### src/rtl/alu_op_responder.sv
`default_nettype none
// ============================================================================
// Module   : alu_op_responder
// Brief    : Handshaked registered ALU with NZCV state and 2-entry skid output.
// Revision : 1.0 - initial release
// ============================================================================
module alu_op_responder #(
    parameter int W  = 8,
    parameter int CW = 16
) (
    input  logic          clk,
    input  logic          reset,
    input  logic          req_valid,
    output logic          req_ready,
    input  logic [2:0]    req_op,
    input  logic [W-1:0]  req_a,
    input  logic [W-1:0]  req_b,
    input  logic          req_setf,
    output logic          rsp_valid,
    input  logic          rsp_ready,
    output logic [W-1:0]  rsp_out,
    output logic [3:0]    rsp_flags,
    output logic [3:0]    nzcv,
    output logic [CW-1:0] op_count
);

    localparam logic [2:0] c_OP_ADD = 3'b000;
    localparam logic [2:0] c_OP_SUB = 3'b001;
    localparam logic [2:0] c_OP_AND = 3'b010;
    localparam logic [2:0] c_OP_ORR = 3'b011;
    localparam logic [2:0] c_OP_EOR = 3'b100;
    localparam logic [2:0] c_OP_MOV = 3'b101;
    localparam logic [2:0] c_OP_CMP = 3'b110;
    localparam logic [2:0] c_OP_ADC = 3'b111;

    logic          r_out_valid;
    logic [W-1:0]  r_out_data;
    logic [3:0]    r_out_flags;
    logic          r_skid_valid;
    logic [W-1:0]  r_skid_data;
    logic [3:0]    r_skid_flags;
    logic [3:0]    r_nzcv;
    logic [CW-1:0] r_count;

    logic [W:0]    w_sum;
    logic [W-1:0]  w_res;
    logic          w_c;
    logic          w_v;
    logic [3:0]    w_flags;
    logic          w_accept;
    logic          w_respond;

    // Subtraction is A + ~B + 1 so bit W is directly the NOT-borrow carry.
    always_comb begin
        w_sum = '0;
        w_c   = 1'b0;
        w_v   = 1'b0;
        case (req_op)
            c_OP_ADD, c_OP_ADC: begin
                w_sum = {1'b0, req_a} + {1'b0, req_b}
                      + {{W{1'b0}}, (req_op == c_OP_ADC) ? r_nzcv[1] : 1'b0};
                w_c   = w_sum[W];
                w_v   = (req_a[W-1] == req_b[W-1]) && (w_sum[W-1] != req_a[W-1]);
            end
            c_OP_SUB, c_OP_CMP: begin
                w_sum = {1'b0, req_a} + {1'b0, ~req_b} + {{W{1'b0}}, 1'b1};
                w_c   = w_sum[W];
                w_v   = (req_a[W-1] != req_b[W-1]) && (w_sum[W-1] != req_a[W-1]);
            end
            c_OP_AND: w_sum = {1'b0, req_a & req_b};
            c_OP_ORR: w_sum = {1'b0, req_a | req_b};
            c_OP_EOR: w_sum = {1'b0, req_a ^ req_b};
            c_OP_MOV: w_sum = {1'b0, req_b};
            default:  w_sum = '0;
        endcase
        w_res   = w_sum[W-1:0];
        w_flags = {w_res[W-1], (w_res == '0), w_c, w_v};
    end

    assign req_ready = ~r_skid_valid;
    assign w_accept  = req_valid && req_ready;
    assign w_respond = r_out_valid && rsp_ready;

    always_ff @(posedge clk) begin
        if (reset) begin
            r_out_valid  <= 1'b0;
            r_out_data   <= '0;
            r_out_flags  <= '0;
            r_skid_valid <= 1'b0;
            r_skid_data  <= '0;
            r_skid_flags <= '0;
            r_nzcv       <= '0;
            r_count      <= '0;
        end else begin
            if (w_accept && (req_setf || req_op == c_OP_CMP)) begin
                r_nzcv <= w_flags;
            end
            if (w_respond) begin
                r_count <= r_count + CW'(1);
                if (r_skid_valid) begin
                    r_out_data   <= r_skid_data;
                    r_out_flags  <= r_skid_flags;
                    r_skid_valid <= 1'b0;
                end else if (w_accept) begin
                    r_out_data  <= w_res;
                    r_out_flags <= w_flags;
                end else begin
                    r_out_valid <= 1'b0;
                end
            end else if (w_accept) begin
                // Output held by a stalled consumer: park the new entry in skid.
                if (r_out_valid) begin
                    r_skid_valid <= 1'b1;
                    r_skid_data  <= w_res;
                    r_skid_flags <= w_flags;
                end else begin
                    r_out_valid <= 1'b1;
                    r_out_data  <= w_res;
                    r_out_flags <= w_flags;
                end
            end
        end
    end

    assign rsp_valid = r_out_valid;
    assign rsp_out   = r_out_data;
    assign rsp_flags = r_out_flags;
    assign nzcv      = r_nzcv;
    assign op_count  = r_count;

endmodule
`default_nettype wire

### config.mk
export PLATFORM = sky130hd
export DESIGN_NAME = alu_op_responder
export DESIGN_NICKNAME = d
export VERILOG_FILES = /design/src/rtl/alu_op_responder.sv
export SDC_FILE = /design/constraint.sdc
export NUM_CORES = 1
export LEC_CHECK = 0
export ABC_AREA = 1
export ABC_CLOCK_PERIOD_IN_PS = 2800
export BUFFER_PORTS_ARGS = -buffer_cell sky130_fd_sc_hd__buf_2
export CAP_MARGIN = 20
export CORE_AREA = 3 3 86 80
export CTS_CLUSTER_DIAMETER = 100
export DETAILED_ROUTE_END_ITERATION = 10
export DIE_AREA = 0 0 89 83
export HOLD_SLACK_MARGIN = 0.1
export PLACE_DENSITY = 0.77
export SYNTH_ARGS = -nofsm -noshare
export SYNTH_HDL_FRONTEND = slang
export SYNTH_SLANG_ARGS = --single-unit
### constraint.sdc
create_clock -name clk -period 2.8 [get_ports clk]
set_input_delay 0.42 -clock clk [delete_from_list [all_inputs] [get_ports clk]]
set_output_delay 0.42 -clock clk [all_outputs]
set_load 0.01 [all_outputs]
**After elaboration in Yosys (flattened, before gate mapping)**

Cells that the tools add are included.

- Bits in registers: 46
- Input port bits: 24
- Output and inout port bits: 34

- $add $sub $neg: 5
- Eq/ne operators: 14
- Muxes and demuxes: 18
- Bitwise logic cells: 6
- Reductions and logical operators: 17

Operator list:

| operator | number |
|---|---|
| $pmux 8 s6 | 1 |
| $mux 8 | 5 |
| $mux 4 | 5 |
| $add 8x8->9 | 2 |
| $add 16x1->16 const B | 1 |
| $eq 3x3->1 const B | 4 |
| $add 9x1->9 | 1 |
| $add 9x1->9 const B | 1 |
| $reduce_and 3->1 | 3 |
| $and 8x8->8 | 1 |
| $logic_not 8->1 | 1 |
| $not 8->8 | 1 |
| $or 8x8->8 | 1 |
| $xor 8x8->8 | 1 |
| $eq 3x2->1 const B | 2 |
| $reduce_or 2->1 | 3 |
| $logic_and 1x1->1 | 5 |
| $mux 1 | 5 |
| $ne 2x2->1 const B | 2 |
| $pmux 1 s2 | 2 |
| $reduce_bool 2->1 | 2 |
| $eq 3x1->1 const B | 1 |
| $logic_not 3->1 | 1 |
| $ne 1x1->1 | 3 |
| 5 further kinds | 6 |

**Longest topological paths before layout**

- Depth after elaboration: 9
- Gate-level depth with buffers: 19
- Mapped depth without buffers: 18

**Least setup slack after synthesis**

No wires, ideal clock.

- Path kind: input-to-reg
- Start point: input port req_op[1]
- End point: register r_out_flags[2] (netlist: rsp_flags[2])
- Arrival time: 2.482 ns
- Required time: 2.734 ns
- Path slack: 0.252 ns
- Stages on the path: 18
- Path buffers: 1
- Cells stage by stage: buf_4 nand2_2 inv_1 nand2_1 nor2_1 fa_1 fa_1 nand2_1 nand3_1 nand2_1 nor2_1 nor2_2 nand2_1 nor2_2 nand3_2 nand2_1 nand2_1 a21oi_2

- Longest elaborated chain between the ends: 8
- Elaborated cells between the ends (all ways): 19
- Classes of those cells: add/sub: 1; eq/ne: 7; mux: 7; reduce/logical: 4

RTL lines:

| element | RTL line | source |
|---|---|---|
| from (decl) | 15 | `input logic [2:0] req_op,` |
| $eq 3x3->1 | 58, 61 |  |
| $mux 1 | 61 | `+ {{W{1'b0}}, (req_op == c_OP_ADC) ? r_nzcv[1] : 1'b0};` |
| $add 9x1->9 | 61 |  |
| $pmux 8 s6 * | 58 | `case (req_op)` |
| $logic_not 8->1 * | 77 | `w_flags = {w_res[W-1], (w_res == '0), w_c, w_v};` |
| $mux 4, on equally long branches | 112, 104 |  |
| $mux 4, on equally long branches | 110, 100 |  |
| $mux 4 * | 98 | `if (w_respond) begin` |
| to (signal assigned) | 102 | `r_out_flags <= r_skid_flags;` |
| to (signal assigned) | 106 | `r_out_flags <= w_flags;` |
| to (signal assigned) | 119 | `r_out_flags <= w_flags;` |
| to (decl) | 38 | `logic [3:0] r_out_flags;` |

Mark *: on every way between the ends. The rest lies on a longest branch, timed or not. The select of a mux whose other input is x is not followed.
A chain may end at the register's enable or synchronous reset.

**Worst setup path in the final report**

- Start point: input port req_op[0]
- End point: register r_out_flags[2] (netlist: rsp_flags[2])

The elaborated chain is that of the path after synthesis.

==> flow_metrics.py <==
metrics = {
    "clock_tree": {
        "postCtsResizedCells": 0,
        "cts_hold_repair.buffers": 0,
        "root_buffer": "sky130_fd_sc_hd__clkbuf_8",
        "numClockSinks": 44,
        "cts_tree": "done",
        "cts_inserted_buffers": 5,
        "post-cts-setup-buffer-count": 0,
        "cts-root-to-sink-buffers": 2,
        "worst_skew_pair.late_latency_ns": 0.30,
        "clk_pin_slew_ns": 0.09,
        "cts_htree_levels": 2,
    },
    "sta": {
        "final.setup_skew_ns": 0.00551,
        "finalMaxSlewViolations": 0,
        "ratio_of_final_minimum_period_to_clock_period_pct": 85.8,
        "maxClockFrequency_mhz": 416,
        "rsz0062_at_grt": "no",
        "period_needed_ns": 2.40,
        "timing.final.hold_violations": 0,
        "max-slew-margin-rel_pct": 56.1,
        "setup-tns-final_ns": 0,
        "worstMarginPinSlew_ns": 0.658,
        "final-setup-viol-count": 0,
    },
    "place": {
        "place.detailed.hpwl_um": 6620,
        "port_buffers": 57,
        "gpl.final_weighted_congestion": 0.924,
    },
    "global_route": {
        "grt_pass1_vias": 3078,
        "first_pass_grt_wire_length_um": 14100,
        "grt_antenna_before_repair": 0,
        "grt_use_total_pct": 23.3,
        "global_route.overflow_total": 0,
        "pin_count_of_the_biggest_net_entering_global_routing": 25,
    },
    "route": {
        "via_per_inst": 5.40,
        "first_pass_iters": 5,
        "final_ant_viol_nets": 0,
        "detailroute.via_count": 3392,
        "dr.first_iter.drc_count": 225,
        "drt_drc_violations_left": 0,
        "avgRoutedWirePerCell_um": 13.5,
        "wirelength_um": 8500,
    },
    "synth": {
        "post_synth_edffs": 0,
        "yosys.area_share.xor_xnor_pct": 0.795,
        "synth_fa_ha_area_share_pct": 11.7,
        "synth.largest_area_cell": "sky130_fd_sc_hd__dfxtp_1",
        "synth_simple_gate_area_share_pct": 30.6,
        "ys_ff_latch": 44,
        "synth.yosys.warnings": 0,
        "synthDominantCellAreaShare_pct": 26.7,
        "synth.cell_area_um2": 3300,
        "synth_ff_type": "sky130_fd_sc_hd__dfxtp_1",
        "synth_top_family_by_area": "simple AND/OR/NAND/NOR gates",
        "muxShareOfSynthArea_pct": 0,
        "synth-seq-area-share_pct": 26.7,
        "postSynthAreaPerCell_um2": 6.62,
        "synth_compound_area_share_pct": 17.3,
        "synthesis.nets": 552,
        "post_synth_inst_count": 499,
        "postSynth.asyncResetShare_pct": 0,
        "ys_top_cells_by_area": "sky130_fd_sc_hd__dfxtp_1, sky130_fd_sc_hd__ha_1, sky130_fd_sc_hd__inv_1",
        "yosys.cell_types.count": 37,
    },
    "power_and_ir_drop": {
        "worst_ir_drop_vdd_v": 0.000282,
        "switching_share_pct": 32.7,
        "power.static_leakage_nw": 1.92,
        "power.share.clock_pct": 31.1,
        "cellInternalPower_mw": 1.11,
        "net_switching_component_of_the_power_mw": 0.539,
        "seq_power_share_pct": 41.1,
        "design_power_total_mw": 1.65,
        "combinational_share_of_power_pct": 27.8,
        "power_per_standard_cell_area_nw_per_um2": 440,
    },
    "floorplan": {
        "num_rows": 27,
        "floorplan.core_area_um2": 6050,
        "die_w_um": 89,
        "die-area_um2": 7390,
        "ios": 58,
        "initial_core_util_pct": 54.6,
        "chipHeight_um": 83,
    },
    "layout": {
        "design.final.nets": 608,
        "drive_gt1_share_pct": 19.1,
        "final_cell_mix": "sky130_fd_sc_hd__inv_1, sky130_fd_sc_hd__nand2_1, sky130_fd_sc_hd__buf_2",
        "antennaDiodeCount": 0,
        "fillerInstances": 565,
        "area_growth_syn_to_layout_pct": 13.4,
        "final_common_cell": "sky130_fd_sc_hd__inv_1",
    },
    "outcome": {
        "status": "completed",
    },
    "run": {
        "max-cap-violations": 0,
    },
    "setup_path": {
        "r2r_setup_slack_ns": 0.42,
        "cp_data_arrival_time_ns": 2.64,
        "cp.required_ns": 3.04,
        "start_kind": "input port",
        "worst_setup_path_end_kind": "flip-flop",
        "worstSetupPathType": "input port to flip-flop",
        "critical_path_peak_fanout": 3,
    },
    "min_path": {
        "hp-class": "flip-flop to flip-flop",
    },
}
## Yosys cell counts, types with 2 or more instances
library cell               instances
sky130_fd_sc_hd__a21oi_1          47
sky130_fd_sc_hd__buf_2             3
sky130_fd_sc_hd__buf_4             2
sky130_fd_sc_hd__buf_6             3
sky130_fd_sc_hd__clkbuf_1          4
sky130_fd_sc_hd__dfxtp_1          44
sky130_fd_sc_hd__fa_1              3
sky130_fd_sc_hd__ha_1             26
sky130_fd_sc_hd__inv_1            84
sky130_fd_sc_hd__inv_2             5
sky130_fd_sc_hd__nand2_1          82
sky130_fd_sc_hd__nand2_2           6
sky130_fd_sc_hd__nand2_4           2
sky130_fd_sc_hd__nand3_1          37
sky130_fd_sc_hd__nand3_2           8
sky130_fd_sc_hd__nand4_1           8
sky130_fd_sc_hd__nor2_1           49
sky130_fd_sc_hd__nor2_2            8
sky130_fd_sc_hd__nor2_4            2
sky130_fd_sc_hd__nor3_1            8
sky130_fd_sc_hd__o211ai_1          4
sky130_fd_sc_hd__o21ai_0          40
sky130_fd_sc_hd__o21ai_1           4
sky130_fd_sc_hd__o21ai_2           2
sky130_fd_sc_hd__o22ai_1           5
sky130_fd_sc_hd__xor2_1            2
## layout make-up
class / instances / area [um^2] / area share [%]
timing repair buffer: 62 / 323 / 8.62
tap: 72 / 90.1 / 2.41
clock buffer: 6 / 82.6 / 2.21
clock inverter: 2 / 38.8 / 1.04
inverter: 89 / 334 / 8.92
multi-input combinational: 353 / 2000 / 53.3
sequential: 44 / 881 / 23.5
## critical path: stages
cell	delay (ns)
sky130_fd_sc_hd__buf_2	0.11
sky130_fd_sc_hd__nand2_2	0.08
sky130_fd_sc_hd__inv_1	0.06
sky130_fd_sc_hd__nand2_1	0.08
sky130_fd_sc_hd__nor2_1	0.05
sky130_fd_sc_hd__fa_1	0.43
sky130_fd_sc_hd__fa_1	0.44
sky130_fd_sc_hd__nand2_1	0.11
sky130_fd_sc_hd__nand3_1	0.07
sky130_fd_sc_hd__nand2_1	0.07
sky130_fd_sc_hd__nor2_1	0.04
sky130_fd_sc_hd__nor2_2	0.15
sky130_fd_sc_hd__nand2_1	0.08
sky130_fd_sc_hd__nor2_2	0.10
sky130_fd_sc_hd__nand3_2	0.10
sky130_fd_sc_hd__nand2_1	0.07
sky130_fd_sc_hd__nand2_1	0.07
sky130_fd_sc_hd__a21oi_2	0.10
## state kept, by name, indices dropped and copies added (netlist names)
register and count:
rsp_out 8, nzcv 4, rsp_valid 1, r_skid_valid 1, r_skid_flags 3, r_skid_data 8
op_count 16, rsp_flags 3
## path summary, 6_finish.rpt
| check | startpoint | to | cells past startpoint |
|---|---|---|---|
| max | req_op[0] | rsp_flags[2] | 18 |
| min | r_skid_data[5] | r_skid_data[5] | 2 |
| max reg2reg | nzcv[1] | rsp_flags[2] | 15 |
| min reg2reg | r_skid_data[5] | r_skid_data[5] | 2 |
## cell families after synthesis
family / Yosys count
adder cells (fa/ha/maj): 29
flip-flops: 44
buffers and inverters: 102
AND/OR/NAND/NOR: 214
AO/OA/AOI/OAI: 107
XOR/XNOR: 3
## metrics by stage
stage,hold slack [ns],cell area [um^2],worst slack (ns),std cells,util [%]
final,0.467,3740,0.397,628,61.9
after global routing,0.486,3740,0.194,628,61.9
after CTS,0.468,3740,0.416,628,61.9
after detailed placement,0.460,3620,0.110,620,59.9
after global placement,0.450,3620,0.177,620,59.9
after floorplan,0.436,3300,0.252,499,-
## power groups by stage
| stage | Sequential (mW) | Clock, mW | Combinational [mW] |
|---|---|---|---|
| final | 0.677 | 0.513 | 0.458 |
| after global routing | 0.681 | 0.548 | 0.516 |
| after CTS | 0.677 | 0.522 | 0.452 |
| after detailed placement | 0.691 | 0 | 0.450 |
| after global placement | 0.690 | 0 | 0.439 |
| after floorplan | 0.699 | 0 | 0.312 |
## metal layers
metal	part of all wire [%]	global-route usage [%]
met3	6.9	4.07
met4	1.8	7.98
met2	45	35.9
met5	0	0
met1	46	32.6
Power figures use the tool's default switching activity.
